File: config.mk
export PLATFORM = sky130hd
export DESIGN_NAME = qspi_rx_capture
export DESIGN_NICKNAME = d
export VERILOG_FILES = /design/src/rtl/qspi_rx_pkg.sv /design/src/rtl/qspi_rx_fifo.sv /design/src/rtl/qspi_rx_capture.sv
export SDC_FILE = /design/constraint.sdc
export NUM_CORES = 1
export LEC_CHECK = 0
export BUFFER_PORTS_ARGS = -buffer_cell sky130_fd_sc_hd__buf_2
export CELL_PAD_IN_SITES_DETAIL_PLACEMENT = 0
export CELL_PAD_IN_SITES_GLOBAL_PLACEMENT = 1
export CORE_MARGIN = 4
export CORE_UTILIZATION = 48
export CTS_CLUSTER_DIAMETER = 60
export DETAILED_ROUTE_END_ITERATION = 7
export GPL_ROUTABILITY_DRIVEN = 0
export MAX_ROUTING_LAYER = met4
export PLACE_DENSITY = 0.74
export SLEW_MARGIN = 30
export SYNTH_ARGS = -nofsm -noshare
export SYNTH_HDL_FRONTEND = slang
export SYNTH_SLANG_ARGS = --single-unit
File: constraint.sdc
create_clock -name clk -period 4.5 [get_ports clk]
set_input_delay 0 -clock clk [delete_from_list [all_inputs] [get_ports clk]]
set_output_delay 0 -clock clk [all_outputs]
set_load 0.1 [all_outputs]
File: src/rtl/qspi_rx_pkg.sv
// -----------------------------------------------------------------------------
// qspi_rx_pkg
// Shared types and constants for the QSPI read-data capture stage.
//   MAX_LATENCY_DEFAULT : default largest capture delay in clk cycles
//   nibble_t            : one 4-bit QSPI data beat {io3,io2,io1,io0}
//   rx_phase_e          : which half of a byte the next capture fills
//   clamp_latency()     : saturates a latency request to the supported maximum
// -----------------------------------------------------------------------------
package qspi_rx_pkg;

    localparam int unsigned MAX_LATENCY_DEFAULT = 5;

    typedef logic [3:0] nibble_t;

    typedef enum logic {
        PH_HI = 1'b0,
        PH_LO = 1'b1
    } rx_phase_e;

    // Saturate a 3-bit latency request at max_lat.
    function automatic logic [2:0] clamp_latency(input logic [2:0] cfg, input int unsigned max_lat);
        if (32'(cfg) > max_lat) begin
            return 3'(max_lat);
        end
        return cfg;
    endfunction

endpackage

File: src/rtl/qspi_rx_fifo.sv
// -----------------------------------------------------------------------------
// qspi_rx_fifo
// Byte FIFO with registered head data. Simultaneous push and pop are allowed,
// and a push into a full FIFO succeeds when a pop happens in the same cycle.
// Pushes that find the FIFO full with no pop are silently discarded here; the
// caller decides whether that is an error.
// Ports:
//   clk, rst   : clock, asynchronous active-high reset
//   push_i     : write wdata_i this cycle
//   wdata_i    : byte to write
//   pop_i      : remove head this cycle (ignored when empty)
//   rdata_o    : registered head byte (0 when empty)
//   empty_o    : FIFO holds no entries
//   full_o     : FIFO holds DEPTH entries
//   level_o    : current occupancy 0..DEPTH
// -----------------------------------------------------------------------------
module qspi_rx_fifo #(
    parameter int unsigned DEPTH = 4
) (
    input  logic                     clk,
    input  logic                     rst,
    input  logic                     push_i,
    input  logic [7:0]               wdata_i,
    input  logic                     pop_i,
    output logic [7:0]               rdata_o,
    output logic                     empty_o,
    output logic                     full_o,
    output logic [$clog2(DEPTH):0]   level_o
);

    localparam int unsigned PTR_W = $clog2(DEPTH);
    localparam int unsigned LVL_W = PTR_W + 1;

    logic [7:0]       mem_q [DEPTH];
    logic [PTR_W-1:0] wr_ptr_q, wr_ptr_d;
    logic [PTR_W-1:0] rd_ptr_q, rd_ptr_d;
    logic [LVL_W-1:0] count_q, count_d;
    logic [7:0]       rdata_q, rdata_d;
    logic             empty_q, full_q;
    logic             pop_ok_c, push_ok_c;

    // Pointer/level update and look-ahead of the head byte for the next cycle.
    always_comb begin
        pop_ok_c  = pop_i && !empty_q;
        push_ok_c = push_i && (!full_q || pop_ok_c);
        wr_ptr_d  = wr_ptr_q + PTR_W'(push_ok_c);
        rd_ptr_d  = rd_ptr_q + PTR_W'(pop_ok_c);
        count_d   = count_q + LVL_W'(push_ok_c) - LVL_W'(pop_ok_c);
        rdata_d   = '0;
        if (count_d != '0) begin
            // The byte being written this cycle lands exactly at the new head.
            if (push_ok_c && (wr_ptr_q == rd_ptr_d)) begin
                rdata_d = wdata_i;
            end else begin
                rdata_d = mem_q[rd_ptr_d];
            end
        end
    end

    // Storage array; contents need no reset since level gates visibility.
    always_ff @(posedge clk) begin
        if (push_ok_c) begin
            mem_q[wr_ptr_q] <= wdata_i;
        end
    end

    // Control registers.
    always_ff @(posedge clk or posedge rst) begin
        if (rst) begin
            wr_ptr_q <= '0;
            rd_ptr_q <= '0;
            count_q  <= '0;
            rdata_q  <= '0;
            empty_q  <= 1'b1;
            full_q   <= 1'b0;
        end else begin
            wr_ptr_q <= wr_ptr_d;
            rd_ptr_q <= rd_ptr_d;
            count_q  <= count_d;
            rdata_q  <= rdata_d;
            empty_q  <= (count_d == '0);
            full_q   <= (count_d == LVL_W'(DEPTH));
        end
    end

    assign rdata_o = rdata_q;
    assign empty_o = empty_q;
    assign full_o  = full_q;
    assign level_o = count_q;

endmodule

File: src/rtl/qspi_rx_capture.sv
// -----------------------------------------------------------------------------
// qspi_rx_capture
// Read-data capture stage between QSPI pads and the controller read path.
// A strobe marking the SCK edge of an expected nibble is delayed by lat_q clk
// cycles to absorb board round-trip latency; the delayed strobe samples the
// pad nibble, pairs of nibbles (high first) form bytes, bytes go to a FIFO.
// Optional feature: define QSPI_RX_STATS_EN to add the rx_count output, a
// wrapping count of bytes accepted into the FIFO (cleared only by rst).
// Ports:
//   clk, rst        : clock, asynchronous active-high reset
//   cfg_load        : latch latency_cfg (clamped to MAX_LATENCY)
//   latency_cfg     : capture delay in clk cycles
//   start           : new frame; flushes delay line and partial byte
//   sample_strobe   : controller issued the SCK edge for a nibble
//   qspi_data_in    : pad data {io3,io2,io1,io0}
//   byte_data       : FIFO head byte
//   byte_valid      : FIFO not empty
//   byte_ready      : consumer pops the head when byte_valid is high
//   fifo_level      : FIFO occupancy
//   overflow        : sticky, a byte was dropped on a full FIFO
//   rx_count        : (QSPI_RX_STATS_EN only) accepted byte counter
// -----------------------------------------------------------------------------
module qspi_rx_capture
    import qspi_rx_pkg::*;
#(
    parameter int unsigned FIFO_DEPTH  = 4,
    parameter int unsigned MAX_LATENCY = MAX_LATENCY_DEFAULT
) (
    input  logic                          clk,
    input  logic                          rst,
    input  logic                          cfg_load,
    input  logic [2:0]                    latency_cfg,
    input  logic                          start,
    input  logic                          sample_strobe,
    input  logic [3:0]                    qspi_data_in,
    output logic [7:0]                    byte_data,
    output logic                          byte_valid,
    input  logic                          byte_ready,
    output logic [$clog2(FIFO_DEPTH):0]   fifo_level,
    output logic                          overflow
`ifdef QSPI_RX_STATS_EN
    ,
    output logic [15:0]                   rx_count
`endif
);

    logic [2:0]             lat_q, lat_d;
    logic [MAX_LATENCY-1:0] delay_q, delay_d;
    rx_phase_e              state_q, state_d;
    nibble_t                hold_q, hold_d;
    logic                   overflow_q;
    logic                   cap_en_c;
    logic                   push_c;
    logic                   pop_c;
    logic                   push_ok_c;
    logic [7:0]             push_byte_c;
    logic                   fifo_empty;
    logic                   fifo_full;

    // Tap select: zero latency bypasses the delay line entirely.
    always_comb begin
        cap_en_c = 1'b0;
        if (lat_q == '0) begin
            cap_en_c = sample_strobe;
        end
        for (int unsigned i = 0; i < MAX_LATENCY; i++) begin
            if (32'(lat_q) == i + 1) begin
                cap_en_c = delay_q[i];
            end
        end
    end

    // Next-state: latency config, delay line shift, nibble phase FSM.
    always_comb begin
        lat_d       = lat_q;
        delay_d     = delay_q;
        state_d     = state_q;
        hold_d      = hold_q;
        push_c      = 1'b0;
        push_byte_c = {hold_q, qspi_data_in};

        if (cfg_load) begin
            lat_d = clamp_latency(latency_cfg, MAX_LATENCY);
        end

        delay_d[0] = sample_strobe;
        for (int unsigned i = 1; i < MAX_LATENCY; i++) begin
            delay_d[i] = delay_q[i-1];
        end

        // start wins over a capture in the same cycle and drops in-flight strobes.
        if (start) begin
            delay_d = '0;
            state_d = PH_HI;
        end else if (cap_en_c) begin
            case (state_q)
                PH_HI: begin
                    hold_d  = qspi_data_in;
                    state_d = PH_LO;
                end
                PH_LO: begin
                    push_c  = 1'b1;
                    state_d = PH_HI;
                end
                default: state_d = PH_HI;
            endcase
        end
    end

    // State registers.
    always_ff @(posedge clk or posedge rst) begin
        if (rst) begin
            lat_q   <= '0;
            delay_q <= '0;
            state_q <= PH_HI;
            hold_q  <= '0;
        end else begin
            lat_q   <= lat_d;
            delay_q <= delay_d;
            state_q <= state_d;
            hold_q  <= hold_d;
        end
    end

    // Mirrors the FIFO's acceptance rule to detect dropped bytes.
    assign pop_c     = byte_ready && byte_valid;
    assign push_ok_c = push_c && (!fifo_full || pop_c);

    always_ff @(posedge clk or posedge rst) begin
        if (rst) begin
            overflow_q <= 1'b0;
        end else if (push_c && !push_ok_c) begin
            overflow_q <= 1'b1;
        end
    end

    qspi_rx_fifo #(
        .DEPTH (FIFO_DEPTH)
    ) u_fifo (
        .clk     (clk),
        .rst     (rst),
        .push_i  (push_c),
        .wdata_i (push_byte_c),
        .pop_i   (pop_c),
        .rdata_o (byte_data),
        .empty_o (fifo_empty),
        .full_o  (fifo_full),
        .level_o (fifo_level)
    );

    assign byte_valid = !fifo_empty;
    assign overflow   = overflow_q;

`ifdef QSPI_RX_STATS_EN
    logic [15:0] rx_count_q;

    // Accepted-byte counter; wraps naturally at 16 bits.
    always_ff @(posedge clk or posedge rst) begin
        if (rst) begin
            rx_count_q <= '0;
        end else if (push_ok_c) begin
            rx_count_q <= rx_count_q + 16'd1;
        end
    end

    assign rx_count = rx_count_q;
`endif

endmodule

# Word level (Yosys, flattened, before mapping)
# Memories as Yosys holds them, arrays and structs flattened.
# Cells that the tools add are included.
# totals
rom_bits,0
elab_cells,63
n_memories,1
latch_bits,0
register_bits,31
in_bits,13
out_inout_bits,13
ram_bits,32
# op_classes
add_sub_neg,4
mul,0
n_reduce_logical,16
order_cmp,1
shift,0
bitwise,2
mux,21
eq_ne,7
div,0
# mem_list
name,depth,word_bits,rd,rd_ports_with_merged_regs,write_ports,line_no,source
u_fifo.mem_q,4,8,1,0,1,qspi_rx_fifo.sv:34,logic [7:0] mem_q [DEPTH];
# ops
operator,n
$mux W8,2
$mux W1,15
$eq A3 B3 Y1 const B,3
$eq A3 B2 Y1 const B,2
$logic_and A1 B1 Y1,6
$logic_not A3 Y1,2
$mux W3,2
$mux W5,1
$add A2 B1 Y2,2
$add A3 B1 Y3,1
$eq A3 B1 Y1 const B,1
$gt A3 B3 Y1 const B,1
$logic_not A1 Y1,3
$reduce_and A3 Y1,1
$reduce_bool A3 Y1,1
$sub A3 B1 Y3,1
$eq A2 B2 Y1,1
$logic_or A1 B1 Y1,2
$not A1 Y1,2
$pmux W1 S2,1
$reduce_bool A2 Y1,1

# Depth between registers and ports, before layout
# Gate-level depths: netlist of the first run.
# logic_depth
ltp_word,14
mapped_depth,13
depth_no_buf,11

# Cells and area by module
# Synthesis of the first run repeated with hierarchy kept, for this count alone.
# hier_totals
cells_unflattened,165
area_unflattened_um2,2641.3
# modules_own_cells
module,seq_area_each_um2,cells_each,instances,area_per_inst_um2
qspi_rx_fifo,1387.6,103,1,1985.7
qspi_rx_capture,350.3,62,1,655.6

# Worst setup path before layout of the first run
# OpenSTA, ideal clock, no wires.
# synth_path
path_kind,flip-flop to flip-flop
from,reg lat_q[1]
to,"reg u_fifo.rdata_q[1], in the netlist u_fifo.rdata_o[1]"
path_stages_with_launch,14
synth_period_minus_slack_ns,3.506
arrival_time_ns,3.355
slack_ns,0.994
required_ns,4.349
n_path_buf,2
setup_ns,0.151
cell_sequence,dfrtp_1 > mux2_4 > a222oi_1 > or2_1 > inv_1 > ha_1 > inv_1 > fa_1 > xor3_1 > or2_2 > clkbuf_1 > clkbuf_1 > nand2_1 > mux2i_1
# synth_via
elab_chain_cells,14
elab_cells_between_ends,21
cone_classes,add/sub (2); eq/ne (5); mux (10); reduce/logical (4)
# synth_rtl
item,line_no,source
from (decl),qspi_rx_capture.sv:47,"logic [2:0] lat_q, lat_d;"
from (signal assigned),qspi_rx_capture.sv:118,lat_q <= lat_d;
$logic_not A3 Y1,qspi_rx_capture.sv:63,if (lat_q == '0) begin
$mux W1,qspi_rx_capture.sv:63,
$mux W1 (4 in series),qspi_rx_capture.sv:67,if (32'(lat_q) == i + 1) begin
$mux W1 (*),qspi_rx_capture.sv:67,
$mux W1 (*),qspi_rx_capture.sv:95,end else if (cap_en_c) begin
$mux W1 (*),qspi_rx_capture.sv:92,if (start) begin
$logic_and A1 B1 Y1 (*),qspi_rx_fifo.sv:45,push_ok_c = push_i && (!full_q || pop_ok_c);
$add A3 B1 Y3 (*),qspi_rx_fifo.sv:48,count_d = count_q + LVL_W'(push_ok_c) - LVL_W'(pop_ok_c);
$sub A3 B1 Y3 (*),qspi_rx_fifo.sv:48,
net u_fifo.count_d[2],qspi_rx_fifo.sv:37,"logic [LVL_W-1:0] count_q, count_d;"
$reduce_bool A3 Y1 (*),qspi_rx_fifo.sv:50,if (count_d != '0) begin
$mux W8 (*),qspi_rx_fifo.sv:50,
net u_fifo.rdata_d[1],qspi_rx_fifo.sv:38,"logic [7:0] rdata_q, rdata_d;"
to (signal assigned),qspi_rx_fifo.sv:80,rdata_q <= rdata_d;
to (decl),qspi_rx_fifo.sv:38,
# Mark *: on every way through the listed nets, which the timed path passes. The rest lies on a longest branch.
# A chain may end at the register's enable or synchronous reset.

# Worst setup path after layout of the first run
# layout_path
from,reg lat_q[1]
to,"reg u_fifo.rdata_q[5], in the netlist u_fifo.rdata_o[5]"
# The elaborated chain is that of the path after synthesis.

==> impl_metrics.py, run 1 <==
metrics = {
    "timing": {
        "setup_tns_ns": 0,
        "max_freq_mhz": 304,
        "finalCritPeriodShare": 0.731,
        "finalCriticalPeriod_ns": 3.29,
        "hold_viol_final": 0,
        "worst_slew_pin_slew_ns": 0.848,
        "rsz0062_at_grt": "no",
        "setup_viol": 0,
        "setup_ws_ns": 1.21,
        "max_slew_margin": 0.435,
        "slew_violations": 0,
        "clock_skew_ns": 0.00987,
    },
    "grt": {
        "grt_pass1_wl_mm": 7.85,
        "grt_usage": 0.175,
        "grt_max_degree": 32,
        "antenna_found_initial": 0,
        "grt-ovfl-total": 0,
        "grt_pass1_vias": 1518,
    },
    "routing": {
        "drtPass1Iterations": 4,
        "top_layer_used": "met4",
        "drc_errors": 0,
        "num_vias": 1412,
        "wl_per_cell_um": 16.1,
        "ant_nets": 0,
        "vias_per_cell": 5.01,
        "drt-met1-wl_mm": 1.89,
        "wl_met3_um": 194,
        "drt-total-wl_mm": 4.53,
        "met2WireLength_mm": 2.35,
        "dr.first_iter.drc_count": 79,
    },
    "pwr": {
        "ir_drop_v": 0.000346,
        "pwr-share-seq": 0.336,
        "p_comb_frac": 0.403,
        "p_int_mw": 1.41,
        "p_sw_mw": 0.951,
        "total_power_mw": 2.36,
        "cellLeakagePower_nw": 1.31,
        "clock_power_share": 0.261,
        "power_density_nw_per_um2": 747,
        "swShare": 0.403,
    },
    "cells_and_area": {
        "syn2layout_area_growth_pct": 23.5,
        "diodes": 0,
        "fill_cells": 428,
        "final_net_count": 225,
        "fin_util": 0.614,
        "layout_commonest_cell": "edfxtp_1",
        "layout_common_cells": "32 x edfxtp_1, 30 x dfrtp_1, 25 x buf_2",
        "drive_above_1_share": 0.307,
    },
    "critical_path": {
        "endpoint_kind": "flip-flop",
        "crit_path_max_incr_delay_ns": 0.46,
        "criticalPathCategory": "reg2reg",
        "cp_common_cell": "inv_1",
        "worstPathRequired_ns": 4.69,
        "path_max_fanout": 17,
        "cp_cell_sequence": "mux2_2 -> a222oi_1 -> buf_4 -> or2_1 -> inv_1 -> ha_1 -> inv_1 -> fa_1 -> xor3_1 -> or2_2 -> nand2_1 -> mux2i_1",
        "critPathLaunchType": "flip-flop",
        "r2r_end": "u_fifo.rdata_o[5]$_DFF_PP0_",
        "reg2reg_depth": 12,
        "reg2reg_from": "lat_q[1]$_DFFE_PP0P_",
        "critPathSlowestCell": "or2_2",
        "rrSetupSlack_ns": 1.21,
        "arrival_ns": 3.48,
    },
    "clock_tree": {
        "cts_root_buffer": "clkbuf_8",
        "h-tree-depth": 3,
        "numCtsBuffers": 9,
        "cts_resized": 0,
        "clk_pin_slew_ns": 0.07,
        "worstSkewPairLatency_ns": 0.34,
        "clock_path_buffers": 2,
        "cts.sinks": 63,
        "cts_tree": "done",
    },
    "logic_synthesis": {
        "synth.cell_area_um2": 2560,
        "synth-seq-area-share": 0.680,
        "synthArstFlopShare": 0.492,
        "synth_cells": 160,
        "synth_cell_types": 34,
        "ys_ff_latch": 63,
        "synth.avg_cell_area_um2": 16.0,
        "synth_edf_count": 32,
        "yosys_warnings": 0,
        "syn_nets": 178,
        "synthFlopType": "edfxtp_1",
    },
    "hold_path": {
        "min_from": "byte_ready",
        "hold_end": "overflow$_DFFE_PP0P_",
        "min_path_cells": 4,
        "hold_class": "in2reg",
    },
    "floorplanning": {
        "ios": 26,
        "die_x_um": 81.0,
        "start_util": 0.497,
        "row_count": 26,
        "die_area_um2": 6560,
        "die_y_um": 81.0,
        "core_um2": 5140,
    },
    "job": {
        "drv_cap": 0,
    },
    "place": {
        "port_buffers": 25,
        "hpwl_mm": 2.96,
        "post-place-ws_ns": 1.19,
    },
    "run_status": {
        "status": "completed",
    },
}
==> worst max path at each step <==
stage	start	endpoint	slack, ns	cells past startpoint
detailed placement	lat_q[1]$_DFFE_PP0P_	u_fifo.rdata_o[7]$_DFF_PP0_	1.19	12
floorplan	lat_q[1]$_DFFE_PP0P_	u_fifo.rdata_o[1]$_DFF_PP0_	0.99	13
global placement	lat_q[1]$_DFFE_PP0P_	u_fifo.rdata_o[5]$_DFF_PP0_	1.33	12
finish	lat_q[1]$_DFFE_PP0P_	u_fifo.rdata_o[5]$_DFF_PP0_	1.21	12
CTS	lat_q[1]$_DFFE_PP0P_	u_fifo.rdata_o[7]$_DFF_PP0_	1.18	12
global route	lat_q[1]$_DFFE_PP0P_	u_fifo.rdata_o[3]$_DFF_PP0_	0.95	12
==> Yosys cell counts (all sizes together) (3+ instances only) <==
cell type  count  area share
xor2           4       0.014
mux2           8       0.037
nor2b          9       0.022
nand2         19       0.028
edfxtp        32        0.38
nor2           4      0.0059
dfrtp         30        0.29
or2            3      0.0073
inv           10       0.015
mux2i          8       0.031
ha             4       0.020
mux4           8       0.070
==> kinds of logic (layout without fill, tap and decap cells) <==
logic type / after synthesis / count (layout) / share of synthesized area
and+or+nand+nor: 42 / 42 / 0.0842
DFF: 63 / 63 / 0.680
adders and majority gates: 5 / 5 / 0.0274
AOI/OAI and AO/OA: 7 / 7 / 0.0259
xor gates and xnor gates: 5 / 5 / 0.0230
muxes: 24 / 24 / 0.139
buffers and inverters: 14 / 66 / 0.0210
==> what timing repair did <==
item	in CTS	in global routing
buffers inserted	0	0
hold endpoints to repair	63	0
hold buffers	11	0
==> registers in the layout, summed over array words and instances (netlist names) <==
register	flops
delay_q	5
hold_q	4
lat_q	3
overflow	1
state_q	1
u_fifo.empty_o	1
u_fifo.full_o	1
u_fifo.level_o	3
u_fifo.mem_q	32
u_fifo.rd_ptr_q	2
u_fifo.rdata_o	8
u_fifo.wr_ptr_q	2
==> cell type report <==
cell class | instances | area (µm²) | share of cell area
inverter | 10 | 37.5 | 0.0119
sequential | 63 | 1740 | 0.550
multi-input combinational | 83 | 774 | 0.245
tap | 70 | 87.6 | 0.0277
clock buffer | 11 | 151 | 0.0479
timing repair buffer | 40 | 265 | 0.0840
clock inverter | 5 | 104 | 0.0329
==> stage by stage <==
step,hold WS (ns),cell area [µm²],cells
floorplan,0.0656,2560,160
global placement,0.0978,2790,255
detailed placement,0.115,2790,255
CTS,0.253,3160,282
global route,0.294,3160,282
finish,0.247,3160,282
==> routing by layer <==
layer  global-route usage  vias up
li1                     -      665
met1                0.209      705
met2                0.275       31
met3               0.0510       11
met4               0.0794        0
met5                    -        -
==> worst max-delay path: cells and delay by family (launching register included) <==
| family | cells | cell delay [ns] |
|---|---|---|
| flip-flops | 1 | 0.40 |
| XOR/XNOR | 1 | 0.45 |
| adder cells (fa/ha/maj) | 2 | 0.37 |
| AO/OA/AOI/OAI | 1 | 0.30 |
| buffers and inverters | 3 | 0.38 |
| AND/OR/NAND/NOR | 3 | 0.80 |
| multiplexers | 2 | 0.43 |
==> power groups by stage <==
stage / Combinational, mW / Clock [mW] / Sequential, mW
finish: 0.952 / 0.616 / 0.792
CTS: 0.969 / 0.623 / 0.794
global route: 1.03 / 0.653 / 0.808
floorplan: 0.418 / 0 / 1.17
global placement: 0.940 / 0 / 0.799
detailed placement: 0.960 / 0 / 0.806
No activity file was read; power rests on OpenSTA's default activity.
==> run 2: changes to the inputs <==
--- a/config.mk
+++ b/config.mk
@@ -5,16 +5,17 @@
 export SDC_FILE = /design/constraint.sdc
 export NUM_CORES = 1
 export LEC_CHECK = 0
+export ABC_AREA = 1
 export BUFFER_PORTS_ARGS = -buffer_cell sky130_fd_sc_hd__buf_2
 export CELL_PAD_IN_SITES_DETAIL_PLACEMENT = 0
 export CELL_PAD_IN_SITES_GLOBAL_PLACEMENT = 1
 export CORE_MARGIN = 4
-export CORE_UTILIZATION = 48
+export CORE_UTILIZATION = 46
 export CTS_CLUSTER_DIAMETER = 60
 export DETAILED_ROUTE_END_ITERATION = 7
 export GPL_ROUTABILITY_DRIVEN = 0
 export MAX_ROUTING_LAYER = met4
-export PLACE_DENSITY = 0.74
+export PLACE_DENSITY = 0.75
 export SLEW_MARGIN = 30
 export SYNTH_ARGS = -nofsm -noshare
 export SYNTH_HDL_FRONTEND = slang
==> constraint.sdc (replaced) <==
create_clock -name clk -period 3.1 [get_ports clk]
set_input_delay 0 -clock clk [delete_from_list [all_inputs] [get_ports clk]]
set_output_delay 0 -clock clk [all_outputs]
set_load 0.1 [all_outputs]
==> run 2 against run 1 <==
Effect of this change: area after synthesis up 4.5%; power up 54%; core utilization down 2.5 points; combinational power up 62%; final area up 4.0%; global-route usage down 1.1 points; non-clock buffer count up 5; die area up 8.1%; largest power group unchanged.
==> impl_metrics.py, run 2 <==
metrics = {
    "cells_and_area": {
        "layout_common_cells": "56 x nor2_1, 38 x nand2_1, 32 x edfxtp_1",
        "multi_input_area_um2": 773,
        "final_net_count": 321,
        "fill_cells": 484,
        "finish.instance_area_um2": 3290,
        "diodes": 0,
        "largest_reg_flops": 32,
        "fin_util": 0.589,
        "ff_latch_area_um2": 1740,
        "largest-register": "u_fifo.mem_q",
        "syn2layout_area_growth_pct": 23.0,
        "layout_commonest_cell": "nor2_1",
        "drive_above_1_share": 0.195,
    },
    "logic_synthesis": {
        "yosys.area.top_type": "edfxtp_1",
        "synthFlopType": "edfxtp_1",
        "synth_cell_types": 31,
        "synthArstFlopShare": 0.492,
        "synth_cells": 252,
        "ys_top_cells_by_area": "edfxtp_1 36%, dfrtp_1 28%, nor2_1 7.9%",
        "synth_edf_count": 32,
        "yosysMostFrequentCell": "nor2_1",
        "synth.cell_area_um2": 2670,
        "synth_common_cells": "56 x nor2_1, 38 x nand2_1, 32 x edfxtp_1",
        "ys_ff_latch": 63,
        "synth_top_area_frac": 0.360,
        "syn_nets": 270,
        "synth.avg_cell_area_um2": 10.6,
        "synth-seq-area-share": 0.651,
        "yosys_warnings": 0,
    },
    "grt": {
        "grt_pass1_wl_mm": 8.45,
        "grt-ovfl-total": 0,
        "grt_max_degree": 32,
        "grt_pass1_vias": 1699,
        "grt_usage": 0.164,
        "antenna_found_initial": 0,
    },
    "timing": {
        "setup_tns_ns": 0,
        "setup_viol": 0,
        "finalCritPeriodShare": 0.804,
        "clock_skew_ns": 0.00778,
        "worst_slew_pin_slew_ns": 0.511,
        "max_freq_mhz": 401,
        "max_slew_margin": 0.658,
        "rsz0062_at_grt": "no",
        "hold_viol_final": 0,
        "slew_violations": 0,
        "finalCriticalPeriod_ns": 2.49,
    },
    "pwr": {
        "ir_drop_v": 0.000693,
        "total_power_mw": 3.63,
        "cellLeakagePower_nw": 1.50,
        "power_density_nw_per_um2": 1110,
    },
    "routing": {
        "drtPass1Iterations": 4,
        "drc_errors": 0,
        "dr.first_iter.drc_count": 64,
        "num_vias": 1768,
        "wl_per_cell_um": 13.3,
        "ant_nets": 0,
        "vias_per_cell": 4.65,
        "drt-total-wl_mm": 5.07,
    },
    "clock_tree": {
        "cts_root_buffer": "clkbuf_8",
        "clock_path_buffers": 2,
        "clk_pin_slew_ns": 0.07,
        "h-tree-depth": 3,
        "cts.sinks": 63,
        "cts_tree": "done",
        "numCtsBuffers": 9,
        "postCtsSetupBuffers": 0,
        "postCtsHoldBufs": 12,
        "worstSkewPairLatency_ns": 0.33,
        "cts_resized": 0,
    },
    "run_status": {
        "status": "completed",
    },
    "place": {
        "placed_area_um2": 2910,
        "port_buffers": 25,
        "hpwl_mm": 3.22,
    },
    "floorplanning": {
        "die_area_um2": 7090,
        "core_um2": 5570,
        "die_x_um": 84.2,
        "die_y_um": 84.2,
        "ios": 26,
        "row_count": 27,
        "start_util": 0.479,
    },
    "hold_path": {
        "hold_class": "in2reg",
    },
    "critical_path": {
        "criticalPathCategory": "reg2reg",
        "critPathLaunchType": "flip-flop",
        "worstPathRequired_ns": 3.32,
        "arrival_ns": 2.71,
        "path_max_fanout": 8,
        "endpoint_kind": "flip-flop",
    },
    "job": {
        "drv_cap": 0,
    },
}
-- run 2: cell types whose count changed after synthesis, sizes merged, moves of 3 or more --
cell,delta
nor2,+53
nand3,+10
o21bai,+6
nor2b,-9
mux2i,-7
nor3,+3
inv,+22
nand2,+21
mux2,-8
buf,+3
o21ai,+15
mux4,-8
-- run 2: cell type report --
type	count	area share
Sequential cell	63	0.529
Inverter	32	0.0366
Clock inverter	7	0.0411
Timing Repair Buffer	45	0.0929
Tap cell	72	0.0274
Clock buffer	9	0.0377
Multi-Input combinational cell	152	0.235
-- run 2: routing by layer --
layer  vias up  routed length [µm]  global-route usage
met5         -                   0                   -
met4         0                  71              0.0658
met3         6                 257              0.0559
met2        36                2320               0.245
met1       807                2420               0.206
li1        919                   -                   -
-- run 2: cell families (layout without fill, tap and decap cells) --
| group | Yosys count | count (layout) | share of synthesized area |
|---|---|---|---|
| buf+inv | 37 | 93 | 0.0600 |
| mux | 1 | 1 | 0.00375 |
| fa+ha+maj | 5 | 5 | 0.0262 |
| simple gates | 115 | 115 | 0.184 |
| xor+xnor | 3 | 3 | 0.00984 |
| compound gates | 28 | 28 | 0.0656 |
| flops | 63 | 63 | 0.651 |
-- run 2: worst max-delay path, cell delays in order (launching register included) --
cell and delay [ns]:
dfrtp_1 0.39, inv_2 0.08, nand2_1 0.07, nand3_1 0.06
nand2_1 0.08, nand2_2 0.07, nand2_4 0.11, nand3_1 0.15
inv_1 0.13, ha_1 0.14, inv_1 0.04, fa_1 0.47
inv_1 0.07, nor3_2 0.17, buf_4 0.18, inv_1 0.07
nand2_1 0.07, nor2_1 0.04
-- run 2: metrics by stage --
stage	cells	setup WS (ns)	hold WS [ns]
floorplan	252	0.431	0.0664
global placement	352	0.620	0.102
detailed placement	352	0.606	0.101
CTS	380	0.590	0.105
global route	380	0.392	0.133
finish	380	0.607	0.118
-- run 2: path summary, 6_finish.rpt --
kind                       cells past startpoint  slack, ns                           to                 start
setup / recovery                              17       0.61  u_fifo.rdata_o[2]$_DFF_PP0_  lat_q[0]$_DFFE_PP0P_
hold / removal                                 4       0.12         overflow$_DFFE_PP0P_            byte_ready
setup reg to reg                              17       0.61  u_fifo.rdata_o[2]$_DFF_PP0_  lat_q[0]$_DFFE_PP0P_
hold reg to reg                                2       0.47         delay_q[4]$_DFF_PP0_  delay_q[3]$_DFF_PP0_
max in group asynchronous                      4       2.50     u_fifo.empty_o$_DFF_PP1_                   rst
min in group asynchronous                      4       0.28      u_fifo.full_o$_DFF_PP0_                   rst
-- run 2: power by group --
part | switching [mW] | internal (mW)
combinational | 1.16 | 0.386
clock | 0.310 | 0.611
sequential | 0.106 | 1.07
